<file path="src/rtl/uart_rx_mv.sv">
// Majority-vote UART receiver with 16x oversampling.
// Decodes 7/8 data bits, optional even/odd parity and 1/2 stop bits, filters
// false starts, flags breaks, and presents each frame through a valid/ready
// holding register with per-frame error flags.
//
// Ports:
//   clk, reset     system clock, synchronous active-high reset
//   tick           16x baud enable, one clk cycle wide
//   rx             asynchronous serial line, idle high
//   d_num          0 = 7 data bits, 1 = 8 data bits
//   s_num          0 = 1 stop bit, 1 = 2 stop bits
//   par            00/11 none, 01 even, 10 odd
//   rx_ready       consumer accepts the held frame
//   data_out       held data byte (bit 7 = 0 in 7-bit mode)
//   rx_valid       held frame available
//   parity_error   parity mismatch for the held frame
//   frame_error    a stop bit sampled low for the held frame
//   break_det      held frame is a break
//   overrun        one-cycle pulse when a completed frame is dropped
//   rx_busy        receiver is not idle
module uart_rx_mv #(
    parameter int unsigned OVERSAMPLE = 16
) (
    input  logic       clk,
    input  logic       reset,
    input  logic       tick,
    input  logic       rx,
    input  logic       d_num,
    input  logic       s_num,
    input  logic [1:0] par,
    input  logic       rx_ready,
    output logic [7:0] data_out,
    output logic       rx_valid,
    output logic       parity_error,
    output logic       frame_error,
    output logic       break_det,
    output logic       overrun,
    output logic       rx_busy
);

    localparam logic [3:0] LastIdx = 4'(OVERSAMPLE - 1);
    localparam logic [3:0] Vote0Idx = 4'd7;
    localparam logic [3:0] Vote1Idx = 4'd8;
    localparam logic [3:0] MidIdx = 4'd9;

    typedef enum logic [2:0] {
        StIdle,
        StStart,
        StData,
        StParity,
        StStop,
        StBrkWait
    } state_e;

    state_e state_q, state_d;

    logic       rx_meta_q, rx_s_q;
    logic [3:0] cnt_q;
    logic [3:0] idx;
    logic       v7_q, v8_q;
    logic       maj;
    logic [2:0] bit_cnt_q;
    logic [7:0] data_q;
    logic       pbit_q;
    logic       ferr_q;
    logic       stop_cnt_q;
    logic       d8_q, s2_q, pen_q, podd_q;

    logic       mid_tick, end_tick;
    logic       last_data, last_stop;
    logic       ferr_fin, perr_fin, brk_fin;
    logic       frame_done;

    logic [7:0] data_out_q;
    logic       valid_q, perr_q, ferr_out_q, brk_q, overrun_q;

    // cnt_q holds the index of the last tick seen, so idx is the index of the current one.
    always_comb begin
        idx       = cnt_q + 4'd1;
        maj       = (v7_q & v8_q) | (v7_q & rx_s_q) | (v8_q & rx_s_q);
        mid_tick  = tick && (idx == MidIdx);
        end_tick  = tick && (idx == LastIdx);
        last_data = (bit_cnt_q == (d8_q ? 3'd7 : 3'd6));
        last_stop = !s2_q || stop_cnt_q;
        // The final stop bit is voted in the completing cycle, so fold it in here.
        ferr_fin  = ferr_q | ~maj;
        perr_fin  = pen_q && ((^data_q ^ pbit_q) != podd_q);
        brk_fin   = ferr_fin && (data_q == 8'h00) && (!pen_q || !pbit_q);
    end

    // State register
    always_ff @(posedge clk) begin
        if (reset) begin
            state_q <= StIdle;
        end else begin
            state_q <= state_d;
        end
    end

    // Next-state logic
    always_comb begin
        state_d = state_q;
        case (state_q)
            StIdle: begin
                if (tick && !rx_s_q) state_d = StStart;
            end
            StStart: begin
                if (mid_tick && maj) begin
                    state_d = StIdle;
                end else if (end_tick) begin
                    state_d = StData;
                end
            end
            StData: begin
                if (end_tick && last_data) state_d = pen_q ? StParity : StStop;
            end
            StParity: begin
                if (end_tick) state_d = StStop;
            end
            StStop: begin
                if (mid_tick && last_stop) state_d = brk_fin ? StBrkWait : StIdle;
            end
            StBrkWait: begin
                if (tick && rx_s_q) state_d = StIdle;
            end
            default: state_d = StIdle;
        endcase
    end

    // FSM outputs
    always_comb begin
        rx_busy    = (state_q != StIdle);
        frame_done = (state_q == StStop) && mid_tick && last_stop;
    end

    // Synchronizer, bit timing and frame assembly
    always_ff @(posedge clk) begin
        if (reset) begin
            rx_meta_q  <= 1'b1;
            rx_s_q     <= 1'b1;
            cnt_q      <= 4'd0;
            v7_q       <= 1'b0;
            v8_q       <= 1'b0;
            bit_cnt_q  <= 3'd0;
            data_q     <= 8'h00;
            pbit_q     <= 1'b0;
            ferr_q     <= 1'b0;
            stop_cnt_q <= 1'b0;
            d8_q       <= 1'b0;
            s2_q       <= 1'b0;
            pen_q      <= 1'b0;
            podd_q     <= 1'b0;
        end else begin
            rx_meta_q <= rx;
            rx_s_q    <= rx_meta_q;
            if (tick) begin
                if (state_q == StIdle) begin
                    if (!rx_s_q) begin
                        // Frame configuration is frozen here for the whole frame.
                        cnt_q      <= 4'd0;
                        d8_q       <= d_num;
                        s2_q       <= s_num;
                        pen_q      <= (par == 2'b01) || (par == 2'b10);
                        podd_q     <= (par == 2'b10);
                        data_q     <= 8'h00;
                        bit_cnt_q  <= 3'd0;
                        stop_cnt_q <= 1'b0;
                        ferr_q     <= 1'b0;
                        pbit_q     <= 1'b0;
                    end
                end else begin
                    cnt_q <= idx;
                    if (idx == Vote0Idx) v7_q <= rx_s_q;
                    if (idx == Vote1Idx) v8_q <= rx_s_q;
                    if (idx == MidIdx) begin
                        case (state_q)
                            StData:   data_q[bit_cnt_q] <= maj;
                            StParity: pbit_q <= maj;
                            StStop:   if (!maj) ferr_q <= 1'b1;
                            default:  ;
                        endcase
                    end
                    if (idx == LastIdx) begin
                        case (state_q)
                            StData:  bit_cnt_q <= bit_cnt_q + 3'd1;
                            StStop:  stop_cnt_q <= 1'b1;
                            default: ;
                        endcase
                    end
                end
            end
        end
    end

    // Holding register and handshake
    always_ff @(posedge clk) begin
        if (reset) begin
            data_out_q <= 8'h00;
            valid_q    <= 1'b0;
            perr_q     <= 1'b0;
            ferr_out_q <= 1'b0;
            brk_q      <= 1'b0;
            overrun_q  <= 1'b0;
        end else begin
            overrun_q <= 1'b0;
            if (frame_done) begin
                if (!valid_q || rx_ready) begin
                    data_out_q <= data_q;
                    perr_q     <= perr_fin;
                    ferr_out_q <= ferr_fin;
                    brk_q      <= brk_fin;
                    valid_q    <= 1'b1;
                end else begin
                    overrun_q <= 1'b1;
                end
            end else if (valid_q && rx_ready) begin
                valid_q <= 1'b0;
            end
        end
    end

    assign data_out     = data_out_q;
    assign rx_valid     = valid_q;
    assign parity_error = perr_q;
    assign frame_error  = ferr_out_q;
    assign break_det    = brk_q;
    assign overrun      = overrun_q;

endmodule

</file>
<file path="config.mk">
export PLATFORM = sky130hd
export DESIGN_NAME = uart_rx_mv
export DESIGN_NICKNAME = d
export VERILOG_FILES = /design/src/rtl/uart_rx_mv.sv
export SDC_FILE = /design/constraint.sdc
export NUM_CORES = 1
export LEC_CHECK = 0
export BUFFER_PORTS_ARGS = -buffer_cell sky130_fd_sc_hd__buf_2
export CAP_MARGIN = 20
export CORE_MARGIN = 4
export CORE_UTILIZATION = 30
export DETAILED_ROUTE_END_ITERATION = 12
export GPL_ROUTABILITY_DRIVEN = 0
export PLACE_DENSITY = 0.56
export SYNTH_ARGS = -nofsm -noshare
export SYNTH_HDL_FRONTEND = slang
export SYNTH_SLANG_ARGS = --single-unit
</file>
<file path="constraint.sdc">
create_clock -name clk -period 2.65 [get_ports clk]
set_input_delay 0.6625 -clock clk [delete_from_list [all_inputs] [get_ports clk]]
set_output_delay 0.6625 -clock clk [all_outputs]
set_load 0.05 [all_outputs]
</file>
==> reports/metrics.yaml, run 1 <==
setup_path:
  cp.required_ns: 1.99
  worstSetupStartpointType: "register"
  arrival_ns: 1.62
  worstPathMaxFanout: 14
  rr_endpoint: "state_q[0]$_SDFFE_PP0P_"
  criticalPathCategory: "reg -> out"
  worstRegToRegCells: 7
  rrSetupSlack_ns: 0.49
  timing.rr.start: "cnt_q[1]$_SDFFE_PP0P_"
  end_kind: "output port"
finish:
  final_nets: 318
  syn2layout_area_growth_pct: 11.31
  drive_above_1_share: 0.1767
  instances_no_fill: 399
  postLayoutCoreUtil: 0.3525
  antenna_cells: 0
clock_network:
  clock_latency_ns: 0.30
  cts_resized: 0
  cts_tree: "done"
  ctsHoldBuffers: 0
  postCtsSetupBuffers: 0
  cts_buffer_depth: 2
  numCtsBuffers: 5
  ctsHtreeMaxLevel: 2
  cts_root_buf: "clkbuf_8"
  clock_sinks: 42
  clkTransAtPathRegs_ns: 0.08
sta:
  hold_ws_ns: 0.4154
  period_share: 0.8620
  period_minus_slack_ns: 2.284
  finClkSkew_ns: 0.007738
  rsz0062_at_grt: "no"
  finalSetupViolCount: 0
  final_hold_viol_count: 0
  tightest_slew_ns: 0.5926
  slew_viol_final: 0
  slew_headroom: 0.6008
  setup-tns-final_ns: 0
  max_freq_mhz: 437.8
grt:
  grt_max_degree: 21
  grt_pass1_wl_um: 9094
  grt_pass1_vias: 1806
  antenna_found_initial: 0
  grt_usage: 0.1254
  grt_overflow_total: 0
logic_synthesis:
  synth_top_area_frac: 0.3584
  syn_inst: 283
  synth_top_cells_by_count: "dfxtp_1, nor2_1, a21oi_1, nand2_1, inv_1"
  synth_cell_types: 55
  ys_seq_area_frac: 0.3584
  async_flop_share: 0
  synth_most_common_cell: "dfxtp_1"
  synth-seq-cells: 42
  synth_edf_count: 0
  yosys_warnings: 0
  synth_area_leaders: "dfxtp_1, mux2i_1, ha_1, nor2_1, a21oi_1"
  yosys_most_used_dff: "dfxtp_1"
  syn_area_sq_um: 2346
  yosysTopAreaCell: "dfxtp_1"
  avgSynthCellArea_sq_um: 8.290
  synth_fp_nets: 302
floorplanning:
  core_sq_um: 7408
  die_y_um: 96.43
  io_pins: 23
  fp.dieArea_sq_um: 9299
  fp.dieW_um: 96.43
  rows: 31
  initial_core_util: 0.3167
worst_hold_path:
  holdPathEnd: "rx_s_q$_SDFF_PP1_"
  whs_path_depth: 1
  hp-start: "rx_meta_q$_SDFF_PP1_"
  hp-class: "reg -> reg"
pwr:
  p_leak_uw: 0.0009749
  p_per_area_nw_per_um2: 491.0
  irDropWorstVdd_v: 0.0001798
drt:
  vias: 1966
  drc: 0
  first_pass_iters: 4
  viasPerCell: 4.927
  drt-total-wl_um: 5336
  ant_nets: 0
  drtIter0Drc: 137
  avgRoutedWirePerCell_um: 13.37
place:
  dp_cells: 391
  port-buffer-count: 22
  hpwl_um: 3939
flow_run:
  cap_violations: 0
run_status:
  status: "completed"
layout by cell type (no fill, tap or decap), types with 3 or more instances in the layout:
cell,synthesis,layout
nor2_1,33,33
buf_2,5,22
mux2i_1,14,14
or3_1,5,5
inv_1,18,18
o211ai_1,3,3
o21ai_0,15,15
o31a_1,3,3
or2_2,4,4
nand3b_1,3,3
nand3_1,4,4
buf_4,0,4
xor2_1,3,3
clkbuf_8,0,6
xnor2_1,4,4
nor3_1,4,4
ha_1,10,10
a31oi_1,7,7
or4_1,3,3
o21a_1,6,6
nor2_2,3,3
nand2_1,20,20
dfxtp_1,42,42
a21oi_1,22,22
cells by family (layout without fill, tap and decap cells):
| logic type | after synthesis | after routing | share of synthesized area |
|---|---|---|---|
| mux | 16 | 16 | 0.06933 |
| compound gates | 74 | 74 | 0.2021 |
| fa+ha+maj | 10 | 10 | 0.05333 |
| buf+inv | 36 | 53 | 0.07039 |
| simple gates | 98 | 98 | 0.2203 |
| flops | 42 | 42 | 0.3584 |
| xor+xnor | 7 | 7 | 0.02613 |
layout make-up:
cell class,instances,area (sq um)
fill,774,4797
multi-input combinational,205,1340
sequential,42,840.8
timing repair buffer,26,140.1
tap,99,123.9
clock buffer,6,82.58
inverter,19,71.32
clock inverter,2,12.51
critical path: stages (launching register included):
cell	delay (ns)
dfxtp_1	0.48
nor3_1	0.51
inv_1	0.10
buf_2	0.23
per-stage QoR:
step	instance area, sq um	power [uW]	worst slack (ns)
floorplan	2346	808.4	0.7097
global placement	2516	856.7	0.4810
detailed placement	2516	856.5	0.4634
CTS	2611	1296	0.3427
global route	2611	1347	0.2145
finish	2611	1282	0.3657
layer usage:
layer,track usage,vias up,share of wire
met1,0.1957,892,0.53
met4,0.03505,0,0.014
met5,0,-,0
met2,0.1719,45,0.40
met3,0.02401,6,0.049
li1,-,1023,-
power by group:
| group | switching (uW) | internal, uW | total [uW] | leakage [uW] |
|---|---|---|---|---|
| sequential | 32.0 | 643 | 675 | 0.000339 |
| combinational | 110 | 58.9 | 169 | 0.000589 |
| clock | 229 | 210 | 438 | 0.0000472 |
| total | 371 | 911 | 1280 | 0.000975 |
sequential cells by signal, indices dropped and copies added (netlist names), 3 cells and up:
register and cells:
bit_cnt_q 3, data_q 8, state_q 3, cnt_q 4
data_out 8
worst max-delay path by stage:
| stage | from | end | cells past startpoint |
|---|---|---|---|
| 6_report | state_q[2]$_SDFFE_PP0P_ | rx_busy | 3 |
| 5_1_grt | state_q[2]$_SDFFE_PP0P_ | rx_busy | 3 |
| 4_1_cts | state_q[2]$_SDFFE_PP0P_ | rx_busy | 3 |
| 3_5_place_dp | tick | data_out[7]$_SDFFE_PP0P_ | 8 |
| 3_3_place_gp | tick | data_out[1]$_SDFFE_PP0P_ | 8 |
| 2_1_floorplan | cnt_q[0]$_SDFFE_PP0P_ | data_out[1]$_SDFFE_PP0P_ | 9 |
Note: power is estimated with default switching activity, not from simulation.
==> inputs of run 2 (changes only) <==
--- a/config.mk
+++ b/config.mk
@@ -11,6 +11,7 @@
 export CORE_UTILIZATION = 30
 export DETAILED_ROUTE_END_ITERATION = 12
 export GPL_ROUTABILITY_DRIVEN = 0
+export MAX_ROUTING_LAYER = met4
 export PLACE_DENSITY = 0.56
 export SYNTH_ARGS = -nofsm -noshare
 export SYNTH_HDL_FRONTEND = slang
==> run 2 against run 1 <==
Effect of this change:
- cell count did not move
- clock skew rose by 0.00077 ns
- global-route usage rose by 0.33 points
- total power rose by 0.14%
- flip-flop and latch count did not move
- via count fell by 0.61%
- highest routed layer unchanged
==> reports/metrics.yaml, run 2 (same netlist as run 1, synthesis figures left out) <==
setup_path:
  rr_endpoint: "state_q[0]$_SDFFE_PP0P_"
  end_kind: "output port"
  criticalPathCategory: "reg -> out"
  worstRegToRegCells: 7  # unchanged
  worstPathMaxFanout: 14  # unchanged
  arrival_ns: 1.64  # +0.02 ns
  worstSetupStartpointType: "register"
  timing.rr.start: "cnt_q[1]$_SDFFE_PP0P_"
  rrSetupSlack_ns: 0.50  # about the same
  cp.required_ns: 1.99  # about the same
sta:
  final_hold_viol_count: 0  # unchanged
  finalSetupViolCount: 0  # unchanged
  slew_headroom: 0.5985  # -0.002237
  hold_ws_ns: 0.4153  # -0.00005700 ns
  max_freq_mhz: 435.2  # -0.58%
  period_minus_slack_ns: 2.298  # +0.01324 ns
  slew_viol_final: 0  # unchanged
  finClkSkew_ns: 0.008504  # +0.0007666 ns
  setup-tns-final_ns: 0  # unchanged
  rsz0062_at_grt: "no"
  period_share: 0.8670  # +0.004995
  tightest_slew_ns: 0.5959  # +0.003321 ns
grt:
  grt_overflow_total: 0  # unchanged
  grt_pass1_vias: 1797  # -0.50%
  grt_usage: 0.1288  # +0.003347
  grt_pass1_wl_um: 9080  # -0.15%
  antenna_found_initial: 0  # unchanged
  grt_max_degree: 21  # unchanged
drt:
  drc: 0  # unchanged
  avgRoutedWirePerCell_um: 13.40  # +0.19%
  vias: 1954  # -0.61%
  viasPerCell: 4.897  # -0.61%
  drtIter0Drc: 108  # -21%
  ant_nets: 0  # unchanged
  first_pass_iters: 4  # unchanged
  drt-total-wl_um: 5346  # +0.19%
clock_network:
  clock_sinks: 42  # unchanged
  numCtsBuffers: 5  # unchanged
  ctsHoldBuffers: 0  # unchanged
  cts_buffer_depth: 2  # unchanged
  cts_root_buf: "clkbuf_8"
  cts_resized: 0  # unchanged
  clock_latency_ns: 0.30  # about the same
  clkTransAtPathRegs_ns: 0.08  # about the same
  ctsHtreeMaxLevel: 2  # unchanged
  cts_tree: "done"
  postCtsSetupBuffers: 0  # unchanged
worst_hold_path:
  hp-class: "reg -> reg"
  hp-start: "rx_meta_q$_SDFF_PP1_"
  holdPathEnd: "rx_s_q$_SDFF_PP1_"
  whs_path_depth: 1  # unchanged
finish:
  final_cell_mix: "dfxtp_1, nor2_1, a21oi_1, buf_2, nand2_1"
  drive_above_1_share: 0.1767  # unchanged
  syn2layout_area_growth_pct: 11.31  # unchanged
  antenna_cells: 0  # unchanged
  mostFrequentLayoutCell: "dfxtp_1"
  final_nets: 318  # unchanged
  postLayoutCoreUtil: 0.3525  # unchanged
floorplanning:
  initial_core_util: 0.3167  # unchanged
  fp.dieW_um: 96.43  # unchanged
  fp.dieArea_sq_um: 9299  # unchanged
  rows: 31  # unchanged
  io_pins: 23  # unchanged
  die_y_um: 96.43  # unchanged
  core_sq_um: 7408  # unchanged
run_status:
  status: "completed"
place:
  hpwl_um: 3939  # unchanged
  port-buffer-count: 22  # unchanged
pwr:
  irDropWorstVdd_v: 0.0001799  # about the same
  p_leak_uw: 0.0009749  # unchanged
  total_power_uw: 1284  # +0.14%
  p_per_area_nw_per_um2: 491.7  # +0.14%
flow_run:
  cap_violations: 0  # unchanged
-- run 2: cell counts in the layout (fill, tap and decap cells not counted) --
No cell type changed its count.
-- run 2: cell type report --
cell class	instances	area (sq um)
multi-input cells	205	1340
clock inverters	2	12.51
clock buffers	6	82.58
flip-flops and latches	42	840.8
well taps	99	123.9
repair buffers	26	140.1
fillers	774	4797
inverters	19	71.32
-- run 2: worst max path at each step --
stage	from	to	slack (ns)	cells past startpoint
CTS	state_q[2]$_SDFFE_PP0P_	rx_busy	0.34	3
global route	state_q[2]$_SDFFE_PP0P_	rx_busy	0.22	3
floorplan	cnt_q[0]$_SDFFE_PP0P_	data_out[1]$_SDFFE_PP0P_	0.71	9
global placement	tick	data_out[1]$_SDFFE_PP0P_	0.48	8
finish	state_q[2]$_SDFFE_PP0P_	rx_busy	0.35	3
detailed placement	tick	data_out[7]$_SDFFE_PP0P_	0.46	8
-- run 2: stage by stage --
stage / cell area, sq um / setup slack (ns) / cells
final: 2611 / 0.3524 / 399
after global routing: 2611 / 0.2212 / 399
after CTS: 2611 / 0.3427 / 399
after detailed placement: 2516 / 0.4634 / 391
after global placement: 2516 / 0.4810 / 391
after floorplan: 2346 / 0.7097 / 283
-- run 2: metal layers --
layer	vias up	part of all wire	track usage
met5	-	0	-
met4	0	0.013	0.03505
met3	6	0.047	0.02401
met2	46	0.39	0.1725
met1	882	0.55	0.1948
li1	1020	-	-
-- run 2: report_power, final --
group          switching [uW]  internal (uW)
sequential               31.5            643
clock                     230            210
combinational             111           58.9
-- run 2: critical path, cell delays in order (launching register included) --
cell and delay [ns]:
dfxtp_1 0.48, nor3_1 0.52, inv_1 0.10, buf_2 0.23
